===== src/rtl/line_pkg.sv =====
// Shared definitions for the line_tx / line_rx serial pair: parity modes,
// receiver state encoding and the parity-slot rule both ends agree on.
package line_pkg;

    localparam logic [1:0] P_EVEN = 2'b00;
    localparam logic [1:0] P_ODD  = 2'b01;
    localparam logic [1:0] P_NONE = 2'b10;

    localparam logic [2:0] RX_IDLE   = 3'd0;
    localparam logic [2:0] RX_START  = 3'd1;
    localparam logic [2:0] RX_DATA   = 3'd2;
    localparam logic [2:0] RX_PARITY = 3'd3;
    localparam logic [2:0] RX_STOP   = 3'd4;

    // Both 2'b10 and 2'b11 mean "no parity slot check".
    function automatic logic parity_none(input logic [1:0] mode);
        return mode[1];
    endfunction

    // Even mode carries XNOR-reduce of the data, odd mode XOR-reduce.
    function automatic logic parity_slot(input logic [7:0] data, input logic [1:0] mode);
        return mode[0] ? (^data) : (~^data);
    endfunction

endpackage


===== src/rtl/line_rx_sample.sv =====
// Input synchronizer and mid-bit 3-sample majority voter for line_rx.
module line_rx_sample #(
    parameter int OVS = 16
) (
    input  logic                     clk,
    input  logic                     rst,
    input  logic                     clk_rx,
    input  logic                     rx_in,
    input  logic [$clog2(OVS)-1:0]   tick,
    output logic                     rx_sync,
    output logic                     majority
);

    localparam int TW = $clog2(OVS);
    localparam logic [TW-1:0] T_EARLY = TW'(OVS/2 - 1);
    localparam logic [TW-1:0] T_MID   = TW'(OVS/2);

    logic sync_p0;
    logic sync_p1;
    logic s_early;
    logic s_mid;

    always_ff @(posedge clk or posedge rst) begin
        if (rst) begin
            sync_p0 <= 1'b1;
            sync_p1 <= 1'b1;
        end else begin
            sync_p0 <= rx_in;
            sync_p1 <= sync_p0;
        end
    end

    assign rx_sync = sync_p1;

    // The third vote is the live synchronized bit at tick OVS/2+1.
    always_ff @(posedge clk) begin
        if (clk_rx) begin
            if (tick == T_EARLY) s_early <= rx_sync;
            if (tick == T_MID)   s_mid   <= rx_sync;
        end
    end

    assign majority = (s_early & s_mid) | (s_early & rx_sync) | (s_mid & rx_sync);

endmodule


===== src/rtl/line_rx.sv =====
// Oversampling UART-style receiver: start/8 data/parity slot/stop, majority
// voted bits, frame completes mid-stop-bit so back-to-back frames are not lost.
module line_rx
    import line_pkg::*;
#(
    parameter int OVS = 16
) (
    input  logic       i_clk,
    input  logic       i_rst,
    input  logic       i_clk_rx,
    input  logic       i_rx_data,
    input  logic [1:0] i_parity,
    output logic [7:0] o_rx_data,
    output logic       o_rx_valid,
    output logic       o_parity_err,
    output logic       o_frame_err,
    output logic       o_rx_busy
);

    localparam int TW = $clog2(OVS);
    localparam logic [TW-1:0] T_VOTE = TW'(OVS/2 + 1);
    localparam logic [TW-1:0] T_LAST = TW'(OVS - 1);

    logic [2:0]    state;
    logic          armed;
    logic [TW-1:0] tick;
    logic [2:0]    bit_idx;
    logic [1:0]    mode;
    logic          par_err;
    logic          stop_bit;
    logic          done_p0;
    logic [7:0]    shift;
    logic          rx_sync;
    logic          majority;

    line_rx_sample #(.OVS(OVS)) u_sample (
        .clk      (i_clk),
        .rst      (i_rst),
        .clk_rx   (i_clk_rx),
        .rx_in    (i_rx_data),
        .tick     (tick),
        .rx_sync  (rx_sync),
        .majority (majority)
    );

    always_ff @(posedge i_clk or posedge i_rst) begin
        if (i_rst) begin
            state     <= RX_IDLE;
            armed     <= 1'b0;
            tick      <= '0;
            bit_idx   <= '0;
            mode      <= P_EVEN;
            par_err   <= 1'b0;
            stop_bit  <= 1'b1;
            done_p0   <= 1'b0;
            o_rx_busy <= 1'b0;
        end else begin
            done_p0 <= 1'b0;
            if (i_clk_rx) begin
                tick <= (tick == T_LAST) ? '0 : tick + TW'(1);
                case (state)
                    RX_IDLE: begin
                        tick <= '0;
                        // Arming on a seen 1 keeps a held-low break from retriggering.
                        if (armed && !rx_sync) begin
                            state     <= RX_START;
                            armed     <= 1'b0;
                            o_rx_busy <= 1'b1;
                        end else if (rx_sync) begin
                            armed <= 1'b1;
                        end
                    end
                    RX_START: begin
                        if (tick == T_VOTE) begin
                            if (majority) begin
                                state     <= RX_IDLE;
                                o_rx_busy <= 1'b0;
                            end else begin
                                mode    <= i_parity;
                                par_err <= 1'b0;
                            end
                        end else if (tick == T_LAST) begin
                            state   <= RX_DATA;
                            bit_idx <= '0;
                        end
                    end
                    RX_DATA: begin
                        if (tick == T_LAST) begin
                            if (bit_idx == 3'd7) begin
                                state <= parity_none(mode) ? RX_STOP : RX_PARITY;
                            end else begin
                                bit_idx <= bit_idx + 3'd1;
                            end
                        end
                    end
                    RX_PARITY: begin
                        if (tick == T_VOTE) begin
                            par_err <= (majority != parity_slot(shift, mode));
                        end else if (tick == T_LAST) begin
                            state <= RX_STOP;
                        end
                    end
                    RX_STOP: begin
                        if (tick == T_VOTE) begin
                            state     <= RX_IDLE;
                            o_rx_busy <= 1'b0;
                            stop_bit  <= majority;
                            done_p0   <= 1'b1;
                        end
                    end
                    default: begin
                        state     <= RX_IDLE;
                        o_rx_busy <= 1'b0;
                    end
                endcase
            end
        end
    end

    always_ff @(posedge i_clk) begin
        if (i_clk_rx && state == RX_DATA && tick == T_VOTE) begin
            shift[bit_idx] <= majority;
        end
    end

    // Result stage: one cycle after the stop vote.
    always_ff @(posedge i_clk or posedge i_rst) begin
        if (i_rst) begin
            o_rx_valid   <= 1'b0;
            o_rx_data    <= 8'h00;
            o_parity_err <= 1'b0;
            o_frame_err  <= 1'b0;
        end else begin
            o_rx_valid <= done_p0;
            if (done_p0) begin
                o_rx_data    <= shift;
                o_parity_err <= par_err;
                o_frame_err  <= ~stop_bit;
            end
        end
    end

endmodule


===== config.mk =====
export PLATFORM = sky130hd
export DESIGN_NAME = line_rx
export DESIGN_NICKNAME = d
export VERILOG_FILES = /design/src/rtl/line_pkg.sv /design/src/rtl/line_rx_sample.sv /design/src/rtl/line_rx.sv
export SDC_FILE = /design/constraint.sdc
export NUM_CORES = 1
export LEC_CHECK = 0
export CAP_MARGIN = 20
export CORE_ASPECT_RATIO = 1.4
export CORE_MARGIN = 2
export CORE_UTILIZATION = 59
export CTS_BUF_LIST = sky130_fd_sc_hd__clkbuf_4
export CTS_CLUSTER_DIAMETER = 100
export DETAILED_ROUTE_END_ITERATION = 8
export PLACE_DENSITY = 0.81
export SETUP_SLACK_MARGIN = 0.02
export SYNTH_ARGS = -nofsm -noshare
export SYNTH_HDL_FRONTEND = slang
export SYNTH_SLANG_ARGS = --single-unit

===== constraint.sdc =====
create_clock -name i_clk -period 2.36 [get_ports i_clk]
set_input_delay 0.472 -clock i_clk [delete_from_list [all_inputs] [get_ports i_clk]]
set_output_delay 0.472 -clock i_clk [all_outputs]
set_load 0.1 [all_outputs]

==> results.txt <==
largest area contributor in the netlist: dfrtp_1
Worst EP arrival: 2.20 ns
type of the worst setup path: reg -> reg
initial antenna violation count: 0
Area growth syn-to-layout: 9.69%
FF-to-FF setup slack: 0.39 ns
EDFF count, synth: 10
DR pass1 iterations: 4
TritonCTS buffer count: 5
setup TNS: 0 ns
final setup vio count: 0
Synth area leaders: dfrtp_1, edfxtp_1, mux2_2, dfstp_2, ha_1
Avg Inst Size Synth: 12.4 um^2
remaining global-route overflow: 0
Cell Pwr Density: 902 nW/um^2
number of cell rows: 25
WL final: 3.59 mm
RSZ-0062 raised after global routing: false
ANT cells: 0
Reg2Reg Capture Point: bit_idx[0]
slew of the pin with the lowest slew margin: 0.573 ns
via/cell ratio: 5.92
CTS sink cnt: 40
clock latency at the later pin of the worst-skew pair: 0.34 ns
CP Launch Type: flip-flop
Final Max Tran Viols: 0
Port-buffer cells: 17
Peak VDD IR: 0.753 mV
ys async rst share: 75.0%
Vias: 1326
DRT iter0 DRCs: 29
Hold Path Stages: 0
sequential area share after synthesis: 52.0%
CTS tree: done
yosys warns: 0
relative slew slack: 61.8%
Netlist cell types: 46
Syn Inst Count: 164
synthesis-stage register bit count: 40
clock skew: 0.00648 ns
CP endpoint kind: flip-flop
Crit Path Max Fanout: 6
Hold WC Path Type: reg -> reg
Die ar.: 3930 um^2
post-DR wirelength/cell: 16.0 um
Power, Total: 2.01 mW
Top FF cell, synth: dfrtp_1
global-route wire length before repair: 5.95 mm
post-cts sizing count: 0
hpwl dp: 2.67 mm
Tmin final: 1.97 ns
CTS Hold Bufs: 0
vias in the first global route: 1285
Synth Cell Area: 2030 um^2
final hold viol count: 0
Max Cap Viol: 0
initial core utilization: 60.6%
Die Height: 73.4 um
worst r2r src: bit_idx[1]
Pleak: 0.963 nW
Final period util: 83.6%
GP Congestion: 0.916
clock-pin slew on the worst setup and hold paths: 0.11 ns
I/O Pins: 18
largest net degree at the start of global routing: 31
total track usage: 21.3%
Post-CTS Setup Inserts: 0
Synthesized Nets: 175
result of the run: finished clean
DRC violations left: 0
Clock Tree Root: clkbuf_4
fraction of layout cells with a size suffix above 1: 27.2%
ANT nets after route: 0
Synth top area share: 33.3%
hold endpoint: u_sample.rx_sync
htree depth: 2
WP data required: 2.59 ns
Min-Delay Startpoint: u_sample.sync_p0
core area: 3350 um^2
# nets final: 194
Max Clock Freq: 0.507 GHz
clk buf depth: 2
Die Wd: 53.6 um
R2R cell count: 6
cell usage after synthesis, types with 4 or more instances:
| library cell | count |
|---|---|
| inv_1 | 8 |
| nor3_1 | 7 |
| mux2_1 | 5 |
| nand3_1 | 4 |
| nand2_1 | 8 |
| nor2_1 | 11 |
| buf_6 | 5 |
| dfrtp_1 | 27 |
| and3_1 | 4 |
| xnor2_1 | 7 |
| o21ai_0 | 6 |
| edfxtp_1 | 10 |
| mux2_2 | 11 |
| ha_1 | 5 |
worst max path at each step:
stage	startpoint	endpoint	slack [ns]	cells after the start
after floorplan	bit_idx[1]	bit_idx[0]	0.57	6
after global routing	bit_idx[0]	bit_idx[0]	0.28	6
after CTS	bit_idx[1]	bit_idx[0]	0.37	6
after global placement	i_clk_rx	bit_idx[0]	0.29	5
final	bit_idx[1]	bit_idx[0]	0.39	6
after detailed placement	i_clk_rx	bit_idx[0]	0.22	5
power by group:
part	internal (mW)	switching [mW]	total, mW	leakage, nW
logic	0.271	0.422	0.693	0.459
registers	0.806	0.171	0.977	0.474
clock network	0.125	0.211	0.336	0.0293
total	1.20	0.804	2.01	0.963
registers in the layout, summed over array words and instances, names as in the netlist, 2 cells and up:
signal     cells
mode           2
bit_idx        3
o_rx_data      8
state          3
tick           4
shift          8
cell usage in the layout (no fill, tap or decap), drive strengths merged, types with 3 or more instances in the layout:
master          n
clkbuf          6
a211oi          5
dfstp           3
edfxtp         10
dfrtp          27
o21ai           6
and3            4
nand3           4
mux2           16
mux2i           3
ha              5
a21oi           3
nor3            7
xnor2           7
inv             9
buf            15
nand3b          3
clkdlybuf4s50   5
nand2           9
nor2           11
layout make-up:
| class | instances | area [um^2] |
|---|---|---|
| clock buffers | 6 | 45.0 |
| repair buffers | 20 | 163 |
| well taps | 40 | 50.0 |
| fillers | 261 | 1120 |
| clock inverters | 2 | 11.3 |
| flip-flops and latches | 40 | 1050 |
| inverters | 9 | 33.8 |
| multi-input cells | 107 | 867 |
stage by stage:
step	setup WS [ns]	utilization, %	cell area, um^2	std cells	hold slack (ns)
detailed placement	0.222	64.8	2170	216	0.347
finish	0.387	66.5	2220	224	0.363
CTS	0.369	66.5	2220	224	0.364
global placement	0.288	64.8	2170	216	0.346
floorplan	0.571	-	2030	164	0.345
global route	0.282	66.5	2220	224	0.373
cell families (layout without fill, tap and decap cells):
kind of cell / Yosys count / after routing / share of synthesized area (%)
multiplexers: 19 / 19 / 10.4
flip-flops: 40 / 40 / 52.0
adder cells (fa/ha/maj): 6 / 6 / 3.76
AND/OR/NAND/NOR: 50 / 50 / 15.2
buffers and inverters: 17 / 37 / 5.24
XOR/XNOR: 8 / 8 / 4.13
AO/OA/AOI/OAI: 24 / 24 / 9.25
layer usage:
layer	share of wire, %	global-route usage (%)	wire length [um]
met5	0	0	0
met4	1.9	8.55	68
met3	4.2	5.89	149
met2	56	38.0	2000
met1	38	23.1	1370
worst max-delay path, cell delays in order, from the launching register on:
cell and delay, ns:
dfrtp_1 0.45, ha_1 0.21, ha_1 0.21, nor3b_1 0.17, a31oi_1 0.10, nor4_4 0.35, mux2_1 0.37
(Power assumes the default switching activity.)
